`config.mk`:
```
export PLATFORM = sky130hd
export DESIGN_NAME = mat_add_seq
export DESIGN_NICKNAME = d
export VERILOG_FILES = /design/src/rtl/mat_add_seq_pkg.sv /design/src/rtl/mat_add_seq_adder.sv /design/src/rtl/mat_add_seq.sv
export SDC_FILE = /design/constraint.sdc
export NUM_CORES = 1
export LEC_CHECK = 0
export BUFFER_PORTS_ARGS = -buffer_cell sky130_fd_sc_hd__buf_2
export CAP_MARGIN = 20
export CORE_ASPECT_RATIO = 0.75
export CORE_MARGIN = 2
export CORE_UTILIZATION = 45
export DETAILED_ROUTE_END_ITERATION = 8
export PLACE_DENSITY = 0.62
export SYNTH_ARGS = -nofsm -noshare
export SYNTH_HDL_FRONTEND = slang
export SYNTH_SLANG_ARGS = --single-unit
```
`constraint.sdc`:
```
create_clock -name clk -period 13.5 [get_ports clk]
set_input_delay 2.7 -clock clk [delete_from_list [all_inputs] [get_ports clk]]
set_output_delay 2.7 -clock clk [all_outputs]
set_load 0.1 [all_outputs]
```
`src/rtl/mat_add_seq_pkg.sv`:
```
// mat_add_seq shared definitions:
// FSM state encoding, element width and a leading-one helper.
package mat_add_seq_pkg;

   localparam int EW = 32;

   typedef enum logic [2:0] {
      S_IDLE,
      S_ISSUE,
      S_WAIT,
      S_RELEASE,
      S_DONE
   } state_t;

   function automatic logic [4:0] f_msb(input logic [26:0] v);
      logic [4:0] p;
      p = '0;
      for (int i = 0; i < 27; i++)
         if (v[i]) p = 5'(i);
      return p;
   endfunction

endpackage

```
`src/rtl/mat_add_seq_adder.sv`:
```
// Multi-cycle IEEE-754 single adder: align on load, add, normalise.
// Subnormals flush to zero; low bits truncate; ready holds until acked.
module adder
   import mat_add_seq_pkg::*;
(
   input  logic          clk,
   input  logic          reset,
   input  logic          load,
   input  logic [EW-1:0] Number1,
   input  logic [EW-1:0] Number2,
   input  logic          result_ack,
   output logic [EW-1:0] Result,
   output logic          result_ready
);

   logic [7:0]  w_ea;
   logic [7:0]  w_eb;
   logic [7:0]  w_diff;
   logic [23:0] w_ma;
   logic [23:0] w_mb;
   logic        w_a_big;
   logic [26:0] w_mbig;
   logic [26:0] w_msml;

   logic        r_v1;
   logic        r_v2;
   logic [26:0] r_mbig;
   logic [26:0] r_msml;
   logic [7:0]  r_exp;
   logic        r_sign;
   logic        r_sub;
   logic [27:0] r_sum;
   logic [7:0]  r_exp2;
   logic        r_sign2;
   logic [EW-1:0] r_res;
   logic        r_ready;
   logic        r_ack_seen;

   logic [4:0]  w_lz;
   logic [26:0] w_norm;
   logic [EW-1:0] w_pack;

   // unpack operands, order by magnitude, shift the smaller one
   always_comb begin
      w_ea    = Number1[30:23];
      w_eb    = Number2[30:23];
      w_ma    = (w_ea != '0) ? {1'b1, Number1[22:0]} : '0;
      w_mb    = (w_eb != '0) ? {1'b1, Number2[22:0]} : '0;
      w_a_big = Number1[30:0] >= Number2[30:0];
      w_diff  = w_a_big ? (w_ea - w_eb) : (w_eb - w_ea);
      w_mbig  = {(w_a_big ? w_ma : w_mb), 3'b000};
      w_msml  = {(w_a_big ? w_mb : w_ma), 3'b000} >> w_diff;
   end

   // renormalise the raw sum and pack it
   always_comb begin
      w_lz   = 5'd26 - f_msb(r_sum[26:0]);
      w_norm = r_sum[26:0] << w_lz;
      w_pack = '0;
      if (r_sum[27])
         w_pack = {r_sign2, r_exp2 + 8'd1, r_sum[26:4]};
      else if (r_sum != '0 && {3'b000, w_lz} < r_exp2)
         w_pack = {r_sign2, r_exp2 - {3'b000, w_lz}, w_norm[25:3]};
   end

   // three-stage datapath plus ready/ack handshake
   always_ff @(posedge clk or negedge reset) begin
      if (!reset) begin
         r_v1       <= 1'b0;
         r_v2       <= 1'b0;
         r_mbig     <= '0;
         r_msml     <= '0;
         r_exp      <= '0;
         r_sign     <= 1'b0;
         r_sub      <= 1'b0;
         r_sum      <= '0;
         r_exp2     <= '0;
         r_sign2    <= 1'b0;
         r_res      <= '0;
         r_ready    <= 1'b0;
         r_ack_seen <= 1'b0;
      end else begin
         r_v1 <= load;
         r_v2 <= r_v1 && !load;
         if (r_v1) begin
            r_sum   <= r_sub ? ({1'b0, r_mbig} - {1'b0, r_msml})
                             : ({1'b0, r_mbig} + {1'b0, r_msml});
            r_exp2  <= r_exp;
            r_sign2 <= r_sign;
         end
         if (load) begin
            r_mbig     <= w_mbig;
            r_msml     <= w_msml;
            r_exp      <= w_a_big ? w_ea : w_eb;
            r_sign     <= w_a_big ? Number1[31] : Number2[31];
            r_sub      <= Number1[31] ^ Number2[31];
            r_ready    <= 1'b0;
            r_ack_seen <= 1'b0;
         end else if (r_v2) begin
            r_res   <= w_pack;
            r_ready <= 1'b1;
         end else if (r_ack_seen) begin
            r_ready    <= 1'b0;
            r_ack_seen <= 1'b0;
         end else if (r_ready && result_ack) begin
            r_ack_seen <= 1'b1;
         end
      end
   end

   assign Result       = r_res;
   assign result_ready = r_ready;

endmodule

```
`src/rtl/mat_add_seq.sv`:
```
// Element-wise matrix adder sharing one FP adder across all elements,
// processed in index order with a per-element timeout.
module mat_add_seq
   import mat_add_seq_pkg::*;
#(
   parameter  int WIDTH   = 2,
   parameter  int TIMEOUT = 64,
   localparam int N       = WIDTH * WIDTH,
   localparam int IW      = (N > 1) ? $clog2(N) : 1,
   localparam int CW      = (TIMEOUT > 1) ? $clog2(TIMEOUT) : 1
)(
   input  logic            clk,
   input  logic            reset,
   input  logic            start,
   input  logic [EW*N-1:0] A,
   input  logic [EW*N-1:0] B,
   output logic [EW*N-1:0] result,
   output logic            busy,
   output logic            done,
   input  logic            ack,
   output logic            err,
   output logic [IW-1:0]   idx
);

   state_t        r_state;
   state_t        w_next;
   logic [EW-1:0] r_a   [N];
   logic [EW-1:0] r_b   [N];
   logic [EW-1:0] r_res [N];
   logic [IW-1:0] r_idx;
   logic [CW-1:0] r_cnt;
   logic          r_err;

   logic          w_load;
   logic          w_ack;
   logic          w_ready;
   logic          w_busy;
   logic          w_done;
   logic          w_last;
   logic          w_tout;
   logic [EW-1:0] w_sum;

   assign w_last = (r_idx == IW'(N - 1));
   assign w_tout = (r_cnt == CW'(TIMEOUT - 1));

   adder u_adder (
      .clk          (clk),
      .reset        (reset),
      .load         (w_load),
      .Number1      (r_a[r_idx]),
      .Number2      (r_b[r_idx]),
      .result_ack   (w_ack),
      .Result       (w_sum),
      .result_ready (w_ready)
   );

   // state register
   always_ff @(posedge clk or negedge reset) begin
      if (!reset) r_state <= S_IDLE;
      else        r_state <= w_next;
   end

   // next-state logic; ack wins over start in DONE
   always_comb begin
      w_next = r_state;
      unique case (r_state)
         S_IDLE:    if (start) w_next = S_ISSUE;
         S_ISSUE:   w_next = S_WAIT;
         S_WAIT:    if (w_ready)     w_next = S_RELEASE;
                    else if (w_tout) w_next = S_DONE;
         S_RELEASE: if (!w_ready) w_next = w_last ? S_DONE : S_ISSUE;
         S_DONE:    if (ack) w_next = S_IDLE;
         default:   w_next = S_IDLE;
      endcase
   end

   // state-decoded outputs and adder strobes
   always_comb begin
      w_load = (r_state == S_ISSUE);
      w_ack  = (r_state == S_WAIT) && w_ready;
      w_busy = (r_state == S_ISSUE) || (r_state == S_WAIT)
            || (r_state == S_RELEASE);
      w_done = (r_state == S_DONE);
   end

   // operand capture, result write-back, index and wait counter
   always_ff @(posedge clk or negedge reset) begin
      if (!reset) begin
         for (int k = 0; k < N; k++) begin
            r_a[k]   <= '0;
            r_b[k]   <= '0;
            r_res[k] <= '0;
         end
         r_idx <= '0;
         r_cnt <= '0;
         r_err <= 1'b0;
      end else begin
         unique case (r_state)
            S_IDLE: if (start) begin
               for (int k = 0; k < N; k++) begin
                  r_a[k]   <= A[EW*k +: EW];
                  r_b[k]   <= B[EW*k +: EW];
                  r_res[k] <= '0;
               end
               r_idx <= '0;
               r_err <= 1'b0;
            end
            S_ISSUE: r_cnt <= '0;
            S_WAIT: begin
               if (w_ready)     r_res[r_idx] <= w_sum;
               else if (w_tout) r_err <= 1'b1;
               else             r_cnt <= r_cnt + 1'b1;
            end
            S_RELEASE: if (!w_ready && !w_last) r_idx <= r_idx + 1'b1;
            default: ;
         endcase
      end
   end

   for (genvar k = 0; k < N; k++) begin : g_res
      assign result[EW*k +: EW] = r_res[k];
   end

   assign busy = w_busy;
   assign done = w_done;
   assign err  = r_err;
   assign idx  = r_idx;

endmodule

```
==> results.md <==
* Antenna-violating nets left at 0
* Antenna violations before repair at 0
* PwrDens at 108 nW/um^2
* Post-Syn Instances at 3265
* HP Class: register to register
* Worst path bufs/invs at 1
* Pleak at 0.0175 uW
* Synth Net Count at 3626
* CTS Sinks at 530
* Internal cell power at 2760 uW
* Yosys top cell by area: dfrtp_1
* Reg-to-reg slack, setup at 6.85 ns
* Reg area at 13300 sq um
* CP Launch Type: register
* Final Non-Filler Cells at 4450
* Period Utilization, post-route at about 50%
* Synth Flop Type: dfrtp_1
* Outcome: completed
* Die Y-Extent at 229 microns
* Vias at 25800
* Max clock buf depth at 3
* DR DRC count at 0
* Multi-input gate area at 15700 sq um
* CP cell instances: buf_4, mux4_2, ha_1, a21oi_1, o21ai_0, o31ai_2, nand3_4, o211ai_2, nand3_1, mux2_4, or4_1, o311ai_1
* Tmin final at 6.65 ns
* Row count at a little over 80
* Synth Cell Area at between 30000 and 40000 sq um
* Number of global-route vias before repair at 25300
* Top cells by count, synth: nand2_1, dfrtp_1, nor2_1
* Critical Path RT at 14.00 ns
* Port buffer count at 392
* FILL cells at 6160
* DRT Pass-1 Iters at 5
* Least-Margin Pin Slew at between 1 and 1.5 ns
* WL per Instance at 21.7 microns
* Synth async-reset ratio at 100%
* Sw Share at 26.5%
* CP max stage cell: dfrtp_4
* Largest net degree at the start of global routing at 169
* Top-area cell type share of the netlist area at 43.7%
* Final Hold Fails at 0
* Routed wire length at 96.4 mm
* Ys Warns at 0
* Most common cell in the netlist: nand2_1
* Grt ovf at 0
* Post-synth EDFFs at 0
* CTS Root Cell: clkbuf_16
* Initial Util at 45.5%
* Finish-stage setup viols at 0
* # IOs at 393
* Fin. max-slew vios at 0
* Core Area at about 67000 sq um
* Crit path kind: register to register
* Peak supply drop at 0.000113 V
* Final GP Congestion at 0.947
* Slew Limit Headroom at 25.6%
* First-pass GRT wire length at 151 mm
* Unique masters post-synth at 103
* Dpl cells at 4350
* Synth top area cells: dfrtp_1, nand2_1, mux4_2, ha_1, a22o_1
* Die Span X at 304 microns
* Post-detail-place hpwl at roughly 70 mm
* Setup_tns at 0 ns
* Max Cap Violations at 0
* Register share of total power at 44.1%
* Worst-Skew Late Latency at 0.64 ns
* Fmax at 0.150 GHz
* H-Tree Depth at 2
* Diode count at 0
* Unrepaired setup endpoints after global routing: false
* Fin Clk Skew at 0.0518 ns
* CTS tree: built
* Worst path arrival time at slightly above 7 ns
* CP endpoint kind: register
* Post-CTS setup buffers at 0
* Seq cells post-synth at 530
* Clock power share at 43.9%
* Worst-path clk slew at 0.07 ns
* Fin nets at 3885
* Comb pwr share at a little under an eighth
* Hold-fix buffers, CTS at 0
* GRT Util Overall at 27.5%
* Post-CTS Resized at 0
* Crit-path leading delay family: compound AO/OA/AOI/OAI gates
* CP Max Fanout at 50
* Sw Pwr at approximately 1000 uW
* DRT iter0 DRCs at 2651
* Die area at 69600 sq um
* Layout area overhead at 14.5%
* Avg Inst Size Synth at 9.30 sq um
* Vias per inst at 5.81
* Post-synthesis sequential area ratio at 43.7%
* Crit-path max cell delay at 0.92 ns
* Layout cells sized above 1 at approximately 20%
* CTS Buf Count at 54
[worst reg2reg max path: stages, from the launching register on]
cell	delay (ns)
dfrtp_4	0.92
buf_4	0.80
mux4_2	0.74
ha_1	0.33
a21oi_1	0.13
o21ai_0	0.28
o31ai_2	0.90
nand3_4	0.56
o211ai_2	0.69
nand3_1	0.14
mux2_4	0.41
or4_1	0.54
o311ai_1	0.08
[worst paths after layout]
kind | from | endpoint | cells past startpoint
max | idx[0]$_DFFE_PN0P_ | u_adder.r_msml[1]$_DFFE_PN0P_ | 12
min | r_b[55]$_DFFE_PN0P_ | r_b[55]$_DFFE_PN0P_ | 2
max reg2reg | idx[0]$_DFFE_PN0P_ | u_adder.r_msml[1]$_DFFE_PN0P_ | 12
min reg2reg | r_b[55]$_DFFE_PN0P_ | r_b[55]$_DFFE_PN0P_ | 2
max in group asynchronous | reset | u_adder.r_msml[16]$_DFFE_PN0P_ | 3
min in group asynchronous | reset | r_b[61]$_DFFE_PN0P_ | 1
[layer usage]
metal,track usage [%],wire [microns],part of all wire (%)
met4,7.07,2360,2.4
met5,0,0,0
met2,39.3,40500,42
met3,6.48,8280,8.6
met1,41.8,45300,47
[metrics by stage]
| step | setup WS, ns | util, % | hold slack [ns] | total power [uW] | area, sq um |
|---|---|---|---|---|---|
| 5_1_grt | 6.37 | 52.0 | 0.491 | 3890 | 34800 |
| 3_3_place_gp | 7.03 | 49.1 | 0.455 | 2120 | 32800 |
| 4_1_cts | 6.83 | 52.0 | 0.473 | 3770 | 34800 |
| 3_5_place_dp | 6.90 | 49.1 | 0.458 | 2120 | 32800 |
| 6_report | 6.85 | 52.0 | 0.468 | 3750 | 34800 |
| 2_1_floorplan | 7.83 | - | 0.438 | 1940 | 30400 |
[layout by cell type (no fill, tap or decap), types with 22 or more instances in the layout]
| cell type | count |
|---|---|
| a22o_1 | 132 |
| nand2_1 | 943 |
| a221oi_1 | 22 |
| a21oi_1 | 139 |
| xnor2_1 | 32 |
| nor3_1 | 25 |
| o21ai_0 | 61 |
| a31oi_1 | 28 |
| buf_2 | 391 |
| ha_1 | 96 |
| clkbuf_16 | 54 |
| dfrtp_1 | 527 |
| mux2i_1 | 89 |
| nor2_1 | 221 |
| inv_1 | 108 |
| mux4_2 | 97 |
| mux2_2 | 37 |
| nand3_1 | 27 |
| buf_4 | 40 |
| a211oi_1 | 31 |
[registers in the layout, summed over array words and instances, names as in the netlist, 6 cells and up]
register	count
u_adder.r_msml	27
r_a	128
u_adder.r_exp	8
u_adder.r_mbig	24
u_adder.Result	32
u_adder.r_exp2	8
result	128
r_b	128
r_cnt	6
u_adder.r_sum	28
[power by group through the flow]
stage | clock, uW | sequential, uW | combinational (uW)
2_1_floorplan | 0 | 1670 | 271
3_3_place_gp | 0 | 1680 | 438
3_5_place_dp | 0 | 1680 | 439
4_1_cts | 1680 | 1660 | 441
5_1_grt | 1740 | 1660 | 492
6_report | 1650 | 1660 | 450
[cell families after synthesis]
family                   share of synthesized area, %
AO/OA/AOI/OAI                                    15.2
XOR/XNOR                                         1.49
adder cells (fa/ha/maj)                          4.36
buffers and inverters                            4.65
flip-flops                                       43.7
multiplexers                                     11.6
AND/OR/NAND/NOR                                  19.0
[cell type report]
cell class	count	area share [%]
Tap cell	882	3.17
Inverter	112	1.21
Clock inverter	28	1.24
Timing Repair Buffer	433	6.59
Sequential cell	530	38.2
Clock buffer	72	4.34
Multi-Input combinational cell	2393	45.3
Power figures use the tool's default switching activity.
